--- src/rtl/misaligned_load_unit_if.sv ---
// Request, memory-beat and writeback channels of misaligned_load_unit.
// The unit itself uses the slave modport; its environment uses master.
interface misaligned_load_unit_if #(
    parameter int XLEN       = 32,
    parameter int ADDR_WIDTH = 32
);
    logic                  req_valid;
    logic                  req_ready;
    logic [ADDR_WIDTH-1:0] req_addr;
    logic [2:0]            req_func3;
    logic [4:0]            req_rd;
    logic                  mem_req_valid;
    logic                  mem_req_ready;
    logic [ADDR_WIDTH-1:0] mem_req_addr;
    logic                  mem_rsp_valid;
    logic [XLEN-1:0]       mem_rsp_data;
    logic                  rsp_valid;
    logic                  rsp_ready;
    logic [XLEN-1:0]       rsp_data;
    logic [4:0]            rsp_rd;
    logic                  rsp_misaligned;
    logic                  rsp_err;

    modport slave (
        input  req_valid, req_addr, req_func3, req_rd,
        input  mem_req_ready, mem_rsp_valid, mem_rsp_data, rsp_ready,
        output req_ready, mem_req_valid, mem_req_addr,
        output rsp_valid, rsp_data, rsp_rd, rsp_misaligned, rsp_err
    );

    modport master (
        output req_valid, req_addr, req_func3, req_rd,
        output mem_req_ready, mem_rsp_valid, mem_rsp_data, rsp_ready,
        input  req_ready, mem_req_valid, mem_req_addr,
        input  rsp_valid, rsp_data, rsp_rd, rsp_misaligned, rsp_err
    );
endinterface

--- src/rtl/misaligned_load_unit.sv ---
// Load unit that splits XLEN-boundary-crossing loads into two aligned beats,
// stitches them, and returns the size-selected, extended result.
module misaligned_load_unit #(
    parameter int XLEN       = 32,
    parameter int ADDR_WIDTH = 32
) (
    input logic                   clk,
    input logic                   rst_n,
    misaligned_load_unit_if.slave io_bus
);
    localparam int BYTES = XLEN / 8;
    localparam int OFFW  = $clog2(BYTES);

    typedef enum logic [2:0] {StIdle, StReq0, StWait0, StReq1, StWait1, StResp} state_t;

    state_t                r_state;
    logic                  r_req_ready;
    logic                  r_mem_req_valid;
    logic [ADDR_WIDTH-1:0] r_mem_req_addr;
    logic [2:0]            r_func3;
    logic [OFFW-1:0]       r_off;
    logic [4:0]            r_rd;
    logic [XLEN-1:0]       r_beat0;
    logic                  r_rsp_valid;
    logic [XLEN-1:0]       r_rsp_data;
    logic                  r_rsp_misaligned;
    logic                  r_rsp_err;

    logic [XLEN-1:0]       w_beat0;
    logic [XLEN-1:0]       w_beat1;
    logic [XLEN-1:0]       w_shifted;
    logic [XLEN-1:0]       w_mask;
    logic [XLEN-1:0]       w_result;
    logic [3:0]            w_size;
    logic [OFFW+1:0]       w_end;
    logic                  w_cross;
    logic                  w_sign;
    logic                  w_illegal;

    // Result is formed from the live response beat so it can be registered on capture.
    always_comb begin
        w_beat0   = (r_state == StWait0) ? io_bus.mem_rsp_data : r_beat0;
        w_beat1   = (r_state == StWait1) ? io_bus.mem_rsp_data : '0;
        w_shifted = XLEN'({w_beat1, w_beat0} >> {r_off, 3'b000});
        w_size    = 4'd1 << r_func3[1:0];
        w_end     = (OFFW+2)'(r_off) + (OFFW+2)'(w_size);
        w_cross   = w_end > (OFFW+2)'(BYTES);
        w_mask    = '1;
        w_sign    = w_shifted[XLEN-1];
        unique case (r_func3[1:0])
            2'b00: begin
                w_mask = XLEN'(8'hFF);
                w_sign = w_shifted[7];
            end
            2'b01: begin
                w_mask = XLEN'(16'hFFFF);
                w_sign = w_shifted[15];
            end
            2'b10: begin
                w_mask = XLEN'(32'hFFFF_FFFF);
                w_sign = w_shifted[31];
            end
            default: ;
        endcase
        w_result  = (w_shifted & w_mask) | ((w_sign && !r_func3[2]) ? ~w_mask : '0);
        w_illegal = (io_bus.req_func3 == 3'b111) ||
                    ((XLEN == 32) && (io_bus.req_func3 == 3'b011 || io_bus.req_func3 == 3'b110));
    end

    always_ff @(posedge clk or negedge rst_n) begin
        if (!rst_n) begin
            r_state          <= StIdle;
            r_req_ready      <= 1'b0;
            r_mem_req_valid  <= 1'b0;
            r_mem_req_addr   <= '0;
            r_func3          <= '0;
            r_off            <= '0;
            r_rd             <= '0;
            r_beat0          <= '0;
            r_rsp_valid      <= 1'b0;
            r_rsp_data       <= '0;
            r_rsp_misaligned <= 1'b0;
            r_rsp_err        <= 1'b0;
        end else begin
            unique case (r_state)
                StIdle: begin
                    r_req_ready <= 1'b1;
                    if (io_bus.req_valid && r_req_ready) begin
                        r_req_ready      <= 1'b0;
                        r_func3          <= io_bus.req_func3;
                        r_off            <= io_bus.req_addr[OFFW-1:0];
                        r_rd             <= io_bus.req_rd;
                        r_rsp_misaligned <= 1'b0;
                        if (w_illegal) begin
                            r_rsp_valid <= 1'b1;
                            r_rsp_err   <= 1'b1;
                            r_rsp_data  <= '0;
                            r_state     <= StResp;
                        end else begin
                            r_rsp_err       <= 1'b0;
                            r_mem_req_valid <= 1'b1;
                            r_mem_req_addr  <= {io_bus.req_addr[ADDR_WIDTH-1:OFFW], OFFW'(0)};
                            r_state         <= StReq0;
                        end
                    end
                end
                StReq0, StReq1: begin
                    if (io_bus.mem_req_ready) begin
                        r_mem_req_valid <= 1'b0;
                        r_state         <= (r_state == StReq0) ? StWait0 : StWait1;
                    end
                end
                StWait0: begin
                    if (io_bus.mem_rsp_valid) begin
                        r_beat0 <= io_bus.mem_rsp_data;
                        if (w_cross) begin
                            r_mem_req_valid <= 1'b1;
                            r_mem_req_addr  <= r_mem_req_addr + ADDR_WIDTH'(BYTES);
                            r_state         <= StReq1;
                        end else begin
                            r_rsp_valid <= 1'b1;
                            r_rsp_data  <= w_result;
                            r_state     <= StResp;
                        end
                    end
                end
                StWait1: begin
                    if (io_bus.mem_rsp_valid) begin
                        r_rsp_valid      <= 1'b1;
                        r_rsp_data       <= w_result;
                        r_rsp_misaligned <= 1'b1;
                        r_state          <= StResp;
                    end
                end
                StResp: begin
                    if (io_bus.rsp_ready) begin
                        r_rsp_valid <= 1'b0;
                        r_req_ready <= 1'b1;
                        r_state     <= StIdle;
                    end
                end
                default: r_state <= StIdle;
            endcase
        end
    end

    assign io_bus.req_ready      = r_req_ready;
    assign io_bus.mem_req_valid  = r_mem_req_valid;
    assign io_bus.mem_req_addr   = r_mem_req_addr;
    assign io_bus.rsp_valid      = r_rsp_valid;
    assign io_bus.rsp_data       = r_rsp_data;
    assign io_bus.rsp_rd         = r_rd;
    assign io_bus.rsp_misaligned = r_rsp_misaligned;
    assign io_bus.rsp_err        = r_rsp_err;
endmodule

--- src/flat_wrapper.sv ---
// flat-port wrapper written by rule: the top's interface ports become plain ports
module misaligned_load_unit_flat 
#(
    parameter int XLEN       = 32,
    parameter int ADDR_WIDTH = 32
)
  (clk, rst_n, io_bus_req_valid, io_bus_req_addr, io_bus_req_func3, io_bus_req_rd, io_bus_mem_req_ready, io_bus_mem_rsp_valid, io_bus_mem_rsp_data, io_bus_rsp_ready, io_bus_req_ready, io_bus_mem_req_valid, io_bus_mem_req_addr, io_bus_rsp_valid, io_bus_rsp_data, io_bus_rsp_rd, io_bus_rsp_misaligned, io_bus_rsp_err);
  misaligned_load_unit_if #(.XLEN(XLEN), .ADDR_WIDTH(ADDR_WIDTH)) io_bus_i ();
  input logic clk;
  input logic rst_n;
  input wire logic [$bits(io_bus_i.req_valid)-1:0] io_bus_req_valid;
  input wire logic [$bits(io_bus_i.req_addr)-1:0] io_bus_req_addr;
  input wire logic [$bits(io_bus_i.req_func3)-1:0] io_bus_req_func3;
  input wire logic [$bits(io_bus_i.req_rd)-1:0] io_bus_req_rd;
  input wire logic [$bits(io_bus_i.mem_req_ready)-1:0] io_bus_mem_req_ready;
  input wire logic [$bits(io_bus_i.mem_rsp_valid)-1:0] io_bus_mem_rsp_valid;
  input wire logic [$bits(io_bus_i.mem_rsp_data)-1:0] io_bus_mem_rsp_data;
  input wire logic [$bits(io_bus_i.rsp_ready)-1:0] io_bus_rsp_ready;
  output wire logic [$bits(io_bus_i.req_ready)-1:0] io_bus_req_ready;
  output wire logic [$bits(io_bus_i.mem_req_valid)-1:0] io_bus_mem_req_valid;
  output wire logic [$bits(io_bus_i.mem_req_addr)-1:0] io_bus_mem_req_addr;
  output wire logic [$bits(io_bus_i.rsp_valid)-1:0] io_bus_rsp_valid;
  output wire logic [$bits(io_bus_i.rsp_data)-1:0] io_bus_rsp_data;
  output wire logic [$bits(io_bus_i.rsp_rd)-1:0] io_bus_rsp_rd;
  output wire logic [$bits(io_bus_i.rsp_misaligned)-1:0] io_bus_rsp_misaligned;
  output wire logic [$bits(io_bus_i.rsp_err)-1:0] io_bus_rsp_err;
  assign io_bus_i.req_valid = io_bus_req_valid;
  assign io_bus_i.req_addr = io_bus_req_addr;
  assign io_bus_i.req_func3 = io_bus_req_func3;
  assign io_bus_i.req_rd = io_bus_req_rd;
  assign io_bus_i.mem_req_ready = io_bus_mem_req_ready;
  assign io_bus_i.mem_rsp_valid = io_bus_mem_rsp_valid;
  assign io_bus_i.mem_rsp_data = io_bus_mem_rsp_data;
  assign io_bus_i.rsp_ready = io_bus_rsp_ready;
  assign io_bus_req_ready = io_bus_i.req_ready;
  assign io_bus_mem_req_valid = io_bus_i.mem_req_valid;
  assign io_bus_mem_req_addr = io_bus_i.mem_req_addr;
  assign io_bus_rsp_valid = io_bus_i.rsp_valid;
  assign io_bus_rsp_data = io_bus_i.rsp_data;
  assign io_bus_rsp_rd = io_bus_i.rsp_rd;
  assign io_bus_rsp_misaligned = io_bus_i.rsp_misaligned;
  assign io_bus_rsp_err = io_bus_i.rsp_err;
  misaligned_load_unit #(.XLEN(XLEN), .ADDR_WIDTH(ADDR_WIDTH)) u_core (.clk(clk), .rst_n(rst_n), .io_bus(io_bus_i));
endmodule
--- config.mk ---
export PLATFORM = sky130hd
export DESIGN_NAME = misaligned_load_unit_flat
export DESIGN_NICKNAME = d
export VERILOG_FILES = /design/src/rtl/misaligned_load_unit_if.sv /design/src/rtl/misaligned_load_unit.sv /design/src/flat_wrapper.sv
export SDC_FILE = /design/constraint.sdc
export NUM_CORES = 1
export LEC_CHECK = 0
export CAP_MARGIN = 20
export CORE_MARGIN = 3
export CORE_UTILIZATION = 51
export CTS_CLUSTER_SIZE = 40
export DETAILED_ROUTE_END_ITERATION = 10
export PLACE_DENSITY = 0.8
export SYNTH_ARGS = -nofsm -noshare
export SYNTH_HDL_FRONTEND = slang
export SYNTH_SLANG_ARGS = --single-unit
--- constraint.sdc ---
create_clock -name clk -period 3.1 [get_ports clk]
set_input_delay 0.62 -clock clk [delete_from_list [all_inputs] [get_ports clk]]
set_output_delay 0.62 -clock clk [all_outputs]
set_load 0.03 [all_outputs]
==> results.ini <==
[outcome]
run_status=finished, final reports clean

[placement]
dp_cell_count=957
io_buffer_count=149
place.detailed.hpwl_um=13600
finalWeightedCongestion=0.892
place_worst_setup_slack_ns=0.367

[worst_setup_path]
critPathLaunchType=register
cp.required_ns=3.35
worst-path-max-fanout=20
cp_data_arrival_time_ns=2.95
critPathCaptureType=register
criticalPathCategory=register to register

[yosys]
yosys_warnings=0
area_of_the_mapped_netlist_um2=6830
syn_avg_cell_area_um2=10.3
synth-seq-cells=112
synth_top_area_cell=sky130_fd_sc_hd__dfrtp_1
most_used_flip_flop_cell_after_synthesis=sky130_fd_sc_hd__dfrtp_1
synth-edff-count=0
synth_simple_gate_area_share=0.127
synthXorXnorAreaFrac=0.00128
synth-async-reset-ratio=1.00
yosys.cell_types.count=69
synth_compound_gate_area_share=0.215
synthAdderAreaFrac=0.00550
synth.area.mux_share=0.196
synth_top_family_by_area=compound AO/OA/AOI/OAI gates
top_area_cell_type_share_of_the_netlist_area=0.411
synth_top_cells_by_area=sky130_fd_sc_hd__dfrtp_1 41%, sky130_fd_sc_hd__mux2i_1 7.2%, sky130_fd_sc_hd__mux2_2 7.1%, sky130_fd_sc_hd__mux4_2 4.9%, sky130_fd_sc_hd__o21ai_0 3.6%
number_of_instances_in_the_synthesized_netlist=665
register_area_share_after_synthesis=0.411

[layout]
layout_common_cells=148 x sky130_fd_sc_hd__clkdlybuf4s50_1, 111 x sky130_fd_sc_hd__dfrtp_1, 63 x sky130_fd_sc_hd__nand2_1
ant_diodes=0
area_growth_from_synthesis_to_layout_pct=28.2
layout.cells.non_filler=972
mostFrequentLayoutCell=sky130_fd_sc_hd__clkdlybuf4s50_1
post_route_cells_drive_above_1_share=0.165
nets=877

[route]
wire_per_inst_um=19.7
route.antenna.remaining_nets=0
first_pass_iters=5
route.vias.total=6162
drc=0
drtIter0Drc=737
routed_wirelength_um=19100
vias_per_cell=6.34

[pwr]
power.share.switching=0.450
combinationalPowerShare=0.577
p_leak_nw=3.62
power.density_cell_area_nw_per_um2=1070
p_switching_w=0.00424
vdd_ir_drop_max_v=0.000500
internal-power_w=0.00517
clock_share_of_power=0.120
seq_power_share=0.303

[job]
timing.max_cap.violations=0

[global_route]
globalRouteTotalUtil=0.264
met2_usage=0.428
busiest_layer=met2
grt_first_pass_wirelength_um=31300
antenna_violations_before_repair=0
number_of_global_route_vias_before_repair=6004
gr-usage-met3=0.0469
grtUsageMet1=0.364
grt-ovfl-total=0
grt_max_degree=51

[timing]
layout_worst_path_cycle_share=0.872
fin_tns_setup_ns=0
slew_headroom=0.526
transition_time_at_the_pin_with_the_least_slew_margin_ns=0.709
period_needed_ns=2.70
maxClockFrequency_mhz=370
final_critical_path_setup_slack_ns=0.396
skew_ns=0.0138
finalMaxSlewViolations=0
final_hold_viol_count=0
final-setup-viol-count=0
grt_setup_unrepaired=false
finalHoldWorstSlack_ns=0.207

[clocking]
max_buffers_root_to_sink=2
clock_buffer_count_from_cts=9
cts_htree_levels=3
numClockSinks=112
worstSkewPairLatency_ns=0.36
tritoncts=done
holdBufCountCts=0
cts.clk_slew.worst_paths_ns=0.07
post_cts.resized_instances=0
clockRootBuffer=sky130_fd_sc_hd__clkbuf_16
post_cts_setup_buffers=0

[floorplan]
std_cell_rows=41
chipWidth_um=122
floorplan.initialDensity=0.530
boundaryPins=152
fp.dieArea_um2=14800
die_h_um=122
placeableCoreArea_um2=12900

[min_path]
hold_class=input pin to async pin

[cell type report]
type                       instances  area [um^2]
sequential                       112         2800
tap                              172          215
clock buffer                      13          270
fill                            1006         4120
inverter                           6         22.5
timing repair buffer             175         1700
clock inverter                     2         13.8
multi-input combinational        492         3730
[state kept, by name, indices dropped and copies added, names as in the netlist]
name,flops
u_core.r_beat0,32
u_core.io_bus.mem_req_valid,1
u_core.io_bus.rsp_misaligned,1
u_core.io_bus.mem_req_addr,30
u_core.r_off,2
u_core.r_func3,3
u_core.r_state,3
u_core.io_bus.rsp_rd,5
u_core.io_bus.rsp_err,1
u_core.io_bus.rsp_valid,1
u_core.io_bus.req_ready,1
u_core.io_bus.rsp_data,32
[critical path: stages, from the launching register on]
cell	delay, ns
sky130_fd_sc_hd__dfrtp_1	0.72
sky130_fd_sc_hd__or3b_4	0.50
sky130_fd_sc_hd__buf_4	0.31
sky130_fd_sc_hd__mux2i_1	0.36
sky130_fd_sc_hd__a2bb2oi_1	0.29
sky130_fd_sc_hd__o221ai_1	0.18
sky130_fd_sc_hd__a22o_1	0.23
[cell usage after synthesis (all sizes together) (16+ instances only)]
library cell  count
dfrtp           112
o21ai            59
mux2             43
nand3            20
buf              28
mux2i            50
clkbuf           28
nor2             34
a21oi            29
nand2            63
a31oi            16
[per-layer routing]
layer  vias up  wire [um]
met4         0        289
met2       293       9240
met5         -          0
met1      3042       8190
li1       2803          -
met3        24       1400
[logic make-up after synthesis]
family,Yosys count
muxes,108
and+or+nand+nor,174
AOI/OAI and AO/OA,204
adders and majority gates,3
DFF,112
other,1
buffers and inverters,62
xor gates and xnor gates,1
[per-stage QoR]
step / total power (W) / instance area, um^2 / utilization
CTS: 0.00940 / 8750 / 0.680
detailed placement: 0.00824 / 8470 / 0.658
finish: 0.00941 / 8750 / 0.680
global placement: 0.00808 / 8470 / 0.658
floorplan: 0.00639 / 6830 / -
global route: 0.0100 / 8750 / 0.680
[power groups by stage]
stage,combinational [W],sequential [W],clock [W]
final,0.00543,0.00285,0.00113
after global routing,0.00584,0.00295,0.00121
after CTS,0.00541,0.00284,0.00115
after detailed placement,0.00538,0.00286,0
after global placement,0.00526,0.00281,0
after floorplan,0.00289,0.00350,0
[path summary, 6_finish.rpt]
kind / cells after the start / slack, ns / startpoint / endpoint
max: 6 / 0.40 / u_core.r_state[0] / u_core.io_bus.rsp_data[9]
min: 1 / 0.21 / rst_n / u_core.io_bus.mem_req_addr[2]
max reg2reg: 6 / 0.40 / u_core.r_state[0] / u_core.io_bus.rsp_data[9]
min reg2reg: 2 / 0.48 / u_core.io_bus.mem_req_valid / u_core.io_bus.mem_req_valid
max in group asynchronous: 2 / 2.08 / rst_n / u_core.r_off[0]
min in group clk: 2 / 0.48 / u_core.io_bus.mem_req_valid / u_core.io_bus.mem_req_valid
Note: power is estimated with default switching activity, not from simulation.
